`src/rtl/demux_1to4_8bit_buf_pkg.sv`:
```
// Shared constants for the buffered 1-to-4 demultiplexer and its slots.
package demux_1to4_8bit_buf_pkg;
    localparam int DEMUX_W   = 8;
    localparam int NUM_SLOTS = 4;

    localparam logic [1:0] SLOT0 = 2'd0;
    localparam logic [1:0] SLOT1 = 2'd1;
    localparam logic [1:0] SLOT2 = 2'd2;
    localparam logic [1:0] SLOT3 = 2'd3;

    localparam logic ST_EMPTY = 1'b0;
    localparam logic ST_FULL  = 1'b1;
endpackage

```
`src/rtl/demux_1to4_8bit_buf_slot.sv`:
```
// One output slot: a data register plus a two-state EMPTY/FULL handshake FSM.
module demux_slot
    import demux_1to4_8bit_buf_pkg::*;
#(
    parameter int WIDTH = DEMUX_W
) (
    input  logic             clk,
    input  logic             rst_n,
    input  logic             wr,
    input  logic             ack,
    input  logic [WIDTH-1:0] d,
    output logic [WIDTH-1:0] q,
    output logic             valid,
    output logic             free
);
    logic state_q, state_d;

    always_ff @(posedge clk or negedge rst_n) begin
        if (!rst_n) begin
            state_q <= ST_EMPTY;
            q       <= '0;
        end else begin
            state_q <= state_d;
            if (wr) q <= d;
        end
    end

    // A write wins over a same-cycle ack so the replacement word stays pending.
    always_comb begin
        state_d = state_q;
        case (state_q)
            ST_EMPTY: if (wr) state_d = ST_FULL;
            ST_FULL:  if (!wr && ack) state_d = ST_EMPTY;
            default:  state_d = ST_EMPTY;
        endcase
    end

    always_comb begin
        valid = (state_q == ST_FULL);
        free  = !valid || ack;
    end
endmodule

```
`src/rtl/demux_1to4_8bit_buf.sv`:
```
// Buffered 1-to-4 demux: routes one word per handshake into one slot, or all four on broadcast.
module demux_1to4_8bit_buf
    import demux_1to4_8bit_buf_pkg::*;
#(
    parameter int WIDTH = DEMUX_W
) (
    input  logic                 clk,
    input  logic                 rst_n,
    input  logic                 in_valid,
    output logic                 in_ready,
    input  logic [1:0]           S,
    input  logic                 bcast,
    input  logic [WIDTH-1:0]     D,
    output logic [WIDTH-1:0]     Q0,
    output logic [WIDTH-1:0]     Q1,
    output logic [WIDTH-1:0]     Q2,
    output logic [WIDTH-1:0]     Q3,
    output logic [NUM_SLOTS-1:0] q_valid,
    input  logic [NUM_SLOTS-1:0] q_ack
);
    logic [NUM_SLOTS-1:0]            free;
    logic [NUM_SLOTS-1:0]            wr;
    logic [NUM_SLOTS-1:0][WIDTH-1:0] q_arr;
    logic                            accept;

    // Ready depends only on slot state and acks, never on in_valid.
    assign in_ready = bcast ? (&free) : free[S];
    assign accept   = in_valid && in_ready;

    for (genvar k = 0; k < NUM_SLOTS; k++) begin : g_slot
        assign wr[k] = accept && (bcast || (S == 2'(k)));

        demux_slot #(.WIDTH(WIDTH)) u_slot (
            .clk   (clk),
            .rst_n (rst_n),
            .wr    (wr[k]),
            .ack   (q_ack[k]),
            .d     (D),
            .q     (q_arr[k]),
            .valid (q_valid[k]),
            .free  (free[k])
        );
    end

    assign Q0 = q_arr[SLOT0];
    assign Q1 = q_arr[SLOT1];
    assign Q2 = q_arr[SLOT2];
    assign Q3 = q_arr[SLOT3];
endmodule

```
`config.mk`:
```
export PLATFORM = sky130hd
export DESIGN_NAME = demux_1to4_8bit_buf
export DESIGN_NICKNAME = d
export VERILOG_FILES = /design/src/rtl/demux_1to4_8bit_buf_pkg.sv /design/src/rtl/demux_1to4_8bit_buf_slot.sv /design/src/rtl/demux_1to4_8bit_buf.sv
export SDC_FILE = /design/constraint.sdc
export NUM_CORES = 1
export LEC_CHECK = 0
export ABC_AREA = 1
export CAP_MARGIN = 20
export CELL_PAD_IN_SITES_DETAIL_PLACEMENT = 1
export CELL_PAD_IN_SITES_GLOBAL_PLACEMENT = 1
export CORE_MARGIN = 1
export CORE_UTILIZATION = 30
export DETAILED_ROUTE_END_ITERATION = 8
export HOLD_SLACK_MARGIN = 0.08
export PLACE_DENSITY_LB_ADDON = 0.1
export SETUP_SLACK_MARGIN = 0.4
export SLEW_MARGIN = 10
export SYNTH_ARGS = -nofsm -noshare
export SYNTH_HDL_FRONTEND = slang
export SYNTH_HIERARCHICAL = 1
export SYNTH_SLANG_ARGS = --single-unit
```
`constraint.sdc`:
```
create_clock -name clk -period 1.9 [get_ports clk]
set_clock_uncertainty 0.05 [all_clocks]
set_input_delay 0.285 -clock clk [delete_from_list [all_inputs] [get_ports clk]]
set_output_delay 0.285 -clock clk [all_outputs]
set_load 0.03 [all_outputs]
```
* Word level (Yosys, flattened, before mapping) *
Cells that the tools add are included.

word-level totals
  bits in registers = 36
  input port bits = 18
  output and inout port bits = 37
  logic and storage cells = 58

cells by class
  order comparisons = 1
  equal/unequal tests = 3
  multiplexer cells = 15
  bitwise operators = 4
  reductions and logical operators = 27

operators by type and width
  cell                                                                           number
  1-bit two-way mux                                                              10
  1-bit logical AND                                                              9
  1-bit zero test                                                                8
  1-bit logical OR                                                               8
  1-bit one-hot mux with 2 select lines                                          4
  2-bit equality test (second input constant)                                    2
  1-bit NOT                                                                      4
  4-bit AND reduction                                                            1
  2-bit by 3-bit less-than comparator with 1-bit output (second input constant)  1
  1-bit binary-select mux with 2-bit select                                      1
  2-bit by 1-bit equality test with 1-bit output (second input constant)         1
  2-bit zero test                                                                1

* Longest topological paths before layout *
  word-level depth = 11
  gate-level depth with buffers = 12
  mapped depth without buffers = 11

* Hierarchy *
Netlist, hierarchy kept.

modules (own cells, without submodules)
  module               times used  cells an instance  area each (um^2)  sequential area each (um^2)
  demux_slot           4           38                 341.6             225.2
  demux_1to4_8bit_buf  1           26                 123.9             0.0

* Least setup slack after synthesis *
No wires, ideal clock.

  kind = register to register
  from = register g_slot[3].u_slot.state_q
  to = register g_slot[0].u_slot.q[0]
  library setup time = 0.118 ns
  arrival time = 1.392 ns
  data required time = 1.732 ns
  setup slack = 0.340 ns
  stages on the path, launching flop included = 12
  path buffers = 1
  period minus slack after synthesis = 1.560 ns
  cell sequence = dfrtp_1 nand2_1 nand2_1 nor2_1 nand3_1 nand2_1 nand3_2 nor2_1 buf_6 inv_2 nand2_1 nand2_1

between the ends
  cells in the longest elaborated chain, start to end = 7
  elaborated cells on any way between the ends = 8
  those cells by class = mux (3); reduce/logical (5)

ends and longest elaborated chain
  what                                       line                            source
  start: declaration                         demux_1to4_8bit_buf_slot.sv:16  logic state_q, state_d;
  start signal: assignment                   demux_1to4_8bit_buf_slot.sv:23  state_q <= state_d;
  1-bit zero test *                          demux_1to4_8bit_buf_slot.sv:40  free = !valid || ack;
  1-bit logical OR *                         demux_1to4_8bit_buf_slot.sv:40
  named net free[3]                          demux_1to4_8bit_buf.sv:21       logic [NUM_SLOTS-1:0] free;
  1-bit binary-select mux with 2-bit select  demux_1to4_8bit_buf.sv:27       assign in_ready = bcast ? (&free) : free[S];
  1-bit two-way mux (implied by the code)    demux_1to4_8bit_buf.sv:27
  1-bit two-way mux *                        demux_1to4_8bit_buf.sv:27
  1-bit logical AND *                        demux_1to4_8bit_buf.sv:28       assign accept = in_valid && in_ready;
  1-bit logical AND *                        demux_1to4_8bit_buf.sv:31       assign wr[k] = accept && (bcast || (S == 2'(k)));
  named net wr[0]                            demux_1to4_8bit_buf.sv:22       logic [NUM_SLOTS-1:0] wr;
  end signal: assignment                     demux_1to4_8bit_buf_slot.sv:21  q <= '0;
  end signal: assignment                     demux_1to4_8bit_buf_slot.sv:24  if (wr) q <= d;
  end: declaration                           demux_1to4_8bit_buf_slot.sv:12  output logic [WIDTH-1:0] q,

The timed path passes the listed nets; every way through them passes the cells marked *. The select of a mux whose other input is x is not followed.
A chain may end at the register's enable or synchronous reset.

* Worst setup path in the final report *
  from = register g_slot[3].u_slot.state_q
  to = output port in_ready

between the ends
  cells in the longest elaborated chain, start to end = 5
  elaborated cells on any way between the ends = 6
  those cells by class = mux (3); reduce/logical (3)

ends and longest elaborated chain
  what                                       line                            source
  1-bit zero test *                          demux_1to4_8bit_buf_slot.sv:40
  1-bit logical OR *                         demux_1to4_8bit_buf_slot.sv:40
  named net free[3]                          demux_1to4_8bit_buf.sv:21
  1-bit binary-select mux with 2-bit select  demux_1to4_8bit_buf.sv:27
  1-bit two-way mux (implied by the code)    demux_1to4_8bit_buf.sv:27
  1-bit two-way mux *                        demux_1to4_8bit_buf.sv:27
  end: declaration                           demux_1to4_8bit_buf.sv:10       output logic in_ready,

Marked as above.

==> PnR_summary.wiki <==
{| class="wikitable"
! Metric !! Value
|-
| Detailed Route WL || ~4700 um
|-
| Combinational fraction of design power || 40.9%
|-
| Number of buffers added by the clock tree synthesis step || 5
|-
| P&R area growth vs syn || 66.0%
|-
| Initial core utilization || roughly a third
|-
| Number of antenna diodes || 0
|-
| WL/cell || 14.3 um
|-
| Number of vias after detailed routing || around 1400
|-
| Required time at the endpoint of the critical path || between 1500 and 2000 ps
|-
| Critical path class || flop to output port
|-
| Register area || just over 900 um^2
|-
| Fraction of the yosys area taken by sequential cells || around three fifths
|-
| Worst-case clock buffer depth || 2
|-
| H-Tree Depth || 2
|-
| Count of placed standard cells including taps || just over 300
|-
| Max incr delay on CP || ~410 ps
|-
| Overall global routing resource usage || ~20%
|-
| Cell taking the most area after synthesis || sky130_fd_sc_hd__dfrtp_1
|-
| Endpoints failing setup || 0
|-
| Max-slew violation count || 0
|-
| Standard cell area after detailed placement || around 2200 um^2
|-
| Layout Utilization || 52.0%
|-
| Max-capacitance violation count || 0
|-
| Nature of the critical path endpoint || output port
|-
| Clock period minus worst slack || roughly 1700 ps
|-
| CTS Root Cell || sky130_fd_sc_hd__clkbuf_8
|-
| Worst-margin pin slew || about 440 ps
|-
| Instance count of the mapped netlist || ~180
|-
| R2R cell count || 12
|-
| Residual DRC count || 0
|-
| Critical R2R Capture || g_slot[0].u_slot/q[3]
|-
| CP Cell Sequence || nand2_2 > nand2_1 > nor2_1 > nand3_1 > nand2_2 > and2_4 > buf_6
|-
| Min-delay worst type || input pin to asynchronous set/reset pin
|-
| Number of global-route vias before repair || 1574
|-
| Leak Pwr || roughly 1.4 nW
|-
| Vertical extent of the die || roughly 72 um
|-
| Average size of a mapped cell || 8.37 um^2
|-
| Post-route cell area || between 2000 and 2500 um^2
|-
| Share of Yosys cell area claimed by the top area cell type || about three fifths
|-
| Detailed Route Iter0 Violations || 43
|-
| Unrepaired setup endpoints after global routing || true
|-
| DIE AREA || approximately 5300 um^2
|-
| Arrival time of the worst setup path || ~1400 ps
|-
| Clock tree from TritonCTS || yes
|-
| Power share of the clock group || 20.2%
|-
| Final-layout worst hold slack || approximately 260 ps
|-
| Fraction of power consumed by sequential logic || roughly two fifths
|-
| Vias per inst || ~4.4
|-
| Maximum vdd drop || approximately 0.60 mV
|-
| Total core area || 4750 um^2
|-
| Multi-input logic area || between 600 and 700 um^2
|-
| Commonest non-fill, non-tap cell in the layout || sky130_fd_sc_hd__nand2_1
|-
| Antenna-violating nets left || 0
|-
| Last weighted congestion value of the routability-driven placer || 0.854
|-
| CP startpoint kind || flop
|-
| Antenna violations before repair || 0
|-
| Post-Syn Area || around 1500 um^2
|-
| Number of warnings printed during yosys synthesis || 6
|-
| Final-stage net count || between 200 and 300
|-
| Sum of net half-perimeters after detailed placement || ~3400 um
|-
| Most frequent cells in the layout || sky130_fd_sc_hd__nand2_1, sky130_fd_sc_hd__dlygate4sd2_1, sky130_fd_sc_hd__nand2_2, sky130_fd_sc_hd__dfrtp_1, sky130_fd_sc_hd__buf_4
|-
| Pin count of the biggest net entering global routing || 18
|-
| Number of synthesized register bits || 36
|-
| Count of placed standard cells in the final layout, fillers left out || approximately 330
|-
| Internal power summed over all cells || 1.63 mW
|-
| # rows || 25
|-
| Post-synth cell types || 11
|-
| Filler Cells Inserted || around 580
|-
| Slew margin rel. || slightly above 70%
|-
| Global-route wire length before repair || between 7000 and 8000 um
|-
| Library cell appearing most often on the critical path || sky130_fd_sc_hd__nand2_2
|-
| Fraction of final layout cells with drive strength greater than 1 || 34.1%
|-
| CTS Sinks || 36
|-
| Run status || finished, final reports clean
|-
| First-pass iteration count of the detailed router || 4
|-
| I/O Pins || 55
|-
| Chip width || 72.5 um
|-
| Grt total ovfl || 0
|-
| Switching power as a share of total power || 40.4%
|-
| R2R Path Start || g_slot[3].u_slot/valid
|-
| # port buffers || 54
|-
| Reg-to-reg slack, setup || ~180 ps
|-
| Largest cells by area after synthesis || sky130_fd_sc_hd__dfrtp_1, sky130_fd_sc_hd__nand2_1, sky130_fd_sc_hd__buf_6
|-
| Switching component of the power || approximately 1.1 mW
|-
| Synthesized net count || between 150 and 200
|-
| Clock slew at the register clock pins of the worst setup and hold paths || roughly 70 ps
|-
| Critical-path maximum fanout || 3
|-
| Final Hold Fails || 0
|-
| Power density relative to cell area || ~1100 nW/um^2
|-
| Share of the clock period used by the worst path after layout || between 90% and 100%
|-
| Critical-path cell with the highest stage delay || sky130_fd_sc_hd__dfrtp_2
|-
| Insertion delay to the later sink of the worst-skew pair || about 280 ps
|-
| Achievable frequency || approximately 570 MHz
|}
-- synth_stat cells --
cell type                 number
sky130_fd_sc_hd__and2_1        1
sky130_fd_sc_hd__o21ai_2       1
sky130_fd_sc_hd__nand2_1     111
sky130_fd_sc_hd__inv_2         4
sky130_fd_sc_hd__inv_1         9
sky130_fd_sc_hd__a21oi_1       3
sky130_fd_sc_hd__dfrtp_1      36
sky130_fd_sc_hd__nand3_2       2
sky130_fd_sc_hd__buf_6         4
sky130_fd_sc_hd__nor2_1        5
sky130_fd_sc_hd__nand3_1       2
-- timing repair --
| item | in CTS | in global routing |
|---|---|---|
| gates resized for setup | 87 | 20 |
| pin swaps | 33 | 10 |
| endpoints found under the setup margin | 73 | 38 |
| hold buffers | 0 | 0 |
| buffers inserted | 7 | 2 |
-- layout make-up --
class	count	share of cell area, %
clock buffer	6	3.34
sequential	36	36.6
timing repair buffer	76	27.4
inverter	13	2.38
clock inverter	2	0.405
multi-input combinational	125	26.5
tap	67	3.39
-- critical path, delay by kind of cell, from the launching register on --
kind	cells	cell delay, ps
buffers and inverters	1	120
DFF	1	410
and+or+nand+nor	6	590
-- flip-flops by register name, indices dropped and copies added, names as in the netlist --
signal,cells
g_slot.u_slot/q,32
g_slot.u_slot/valid,4
-- power groups by stage --
stage | clock, mW | combinational [mW] | sequential, mW
global route | 0.609 | 1.20 | 1.09
CTS | 0.580 | 1.09 | 1.07
global placement | 0 | 1.12 | 1.08
floorplan | 0 | 0.224 | 1.45
detailed placement | 0 | 1.15 | 1.09
finish | 0.553 | 1.12 | 1.07
-- routing by layer --
metal | share of wire [%] | vias up | global-route usage [%]
met2 | 53 | 36 | 35.1
met1 | 41 | 709 | 23.3
met4 | 1.8 | 0 | 7.19
li1 | - | 685 | -
met3 | 4.0 | 8 | 3.61
met5 | 0 | - | 0
-- cells by family (layout without fill, tap and decap cells) --
family          Yosys count  after routing  share of synthesized area, %
compound gates            4              4                          1.60
simple gates            121            121                          31.7
flops                    36             36                          60.5
buf+inv                  17             97                          6.30
-- worst max path at each step --
stage | startpoint | end | cells after the start
finish | g_slot[3].u_slot/valid | in_ready | 7
detailed placement | S[0] | g_slot[0].u_slot/q[3] | 9
floorplan | g_slot[3].u_slot/valid | g_slot[0].u_slot/q[0] | 11
global route | g_slot[3].u_slot/valid | g_slot[0].u_slot/q[3] | 12
global placement | S[0] | g_slot[0].u_slot/q[2] | 9
CTS | g_slot[3].u_slot/valid | in_ready | 8
-- metrics by stage --
step | setup WS (ps) | TNS [ps] | power [mW]
floorplan | 397 | 0 | 1.68
global placement | -15.9 | -115 | 2.20
detailed placement | -118 | -2600 | 2.24
CTS | 138 | 0 | 2.74
global route | 61.5 | 0 | 2.90
finish | 160 | 0 | 2.74
(Power assumes the default switching activity.)
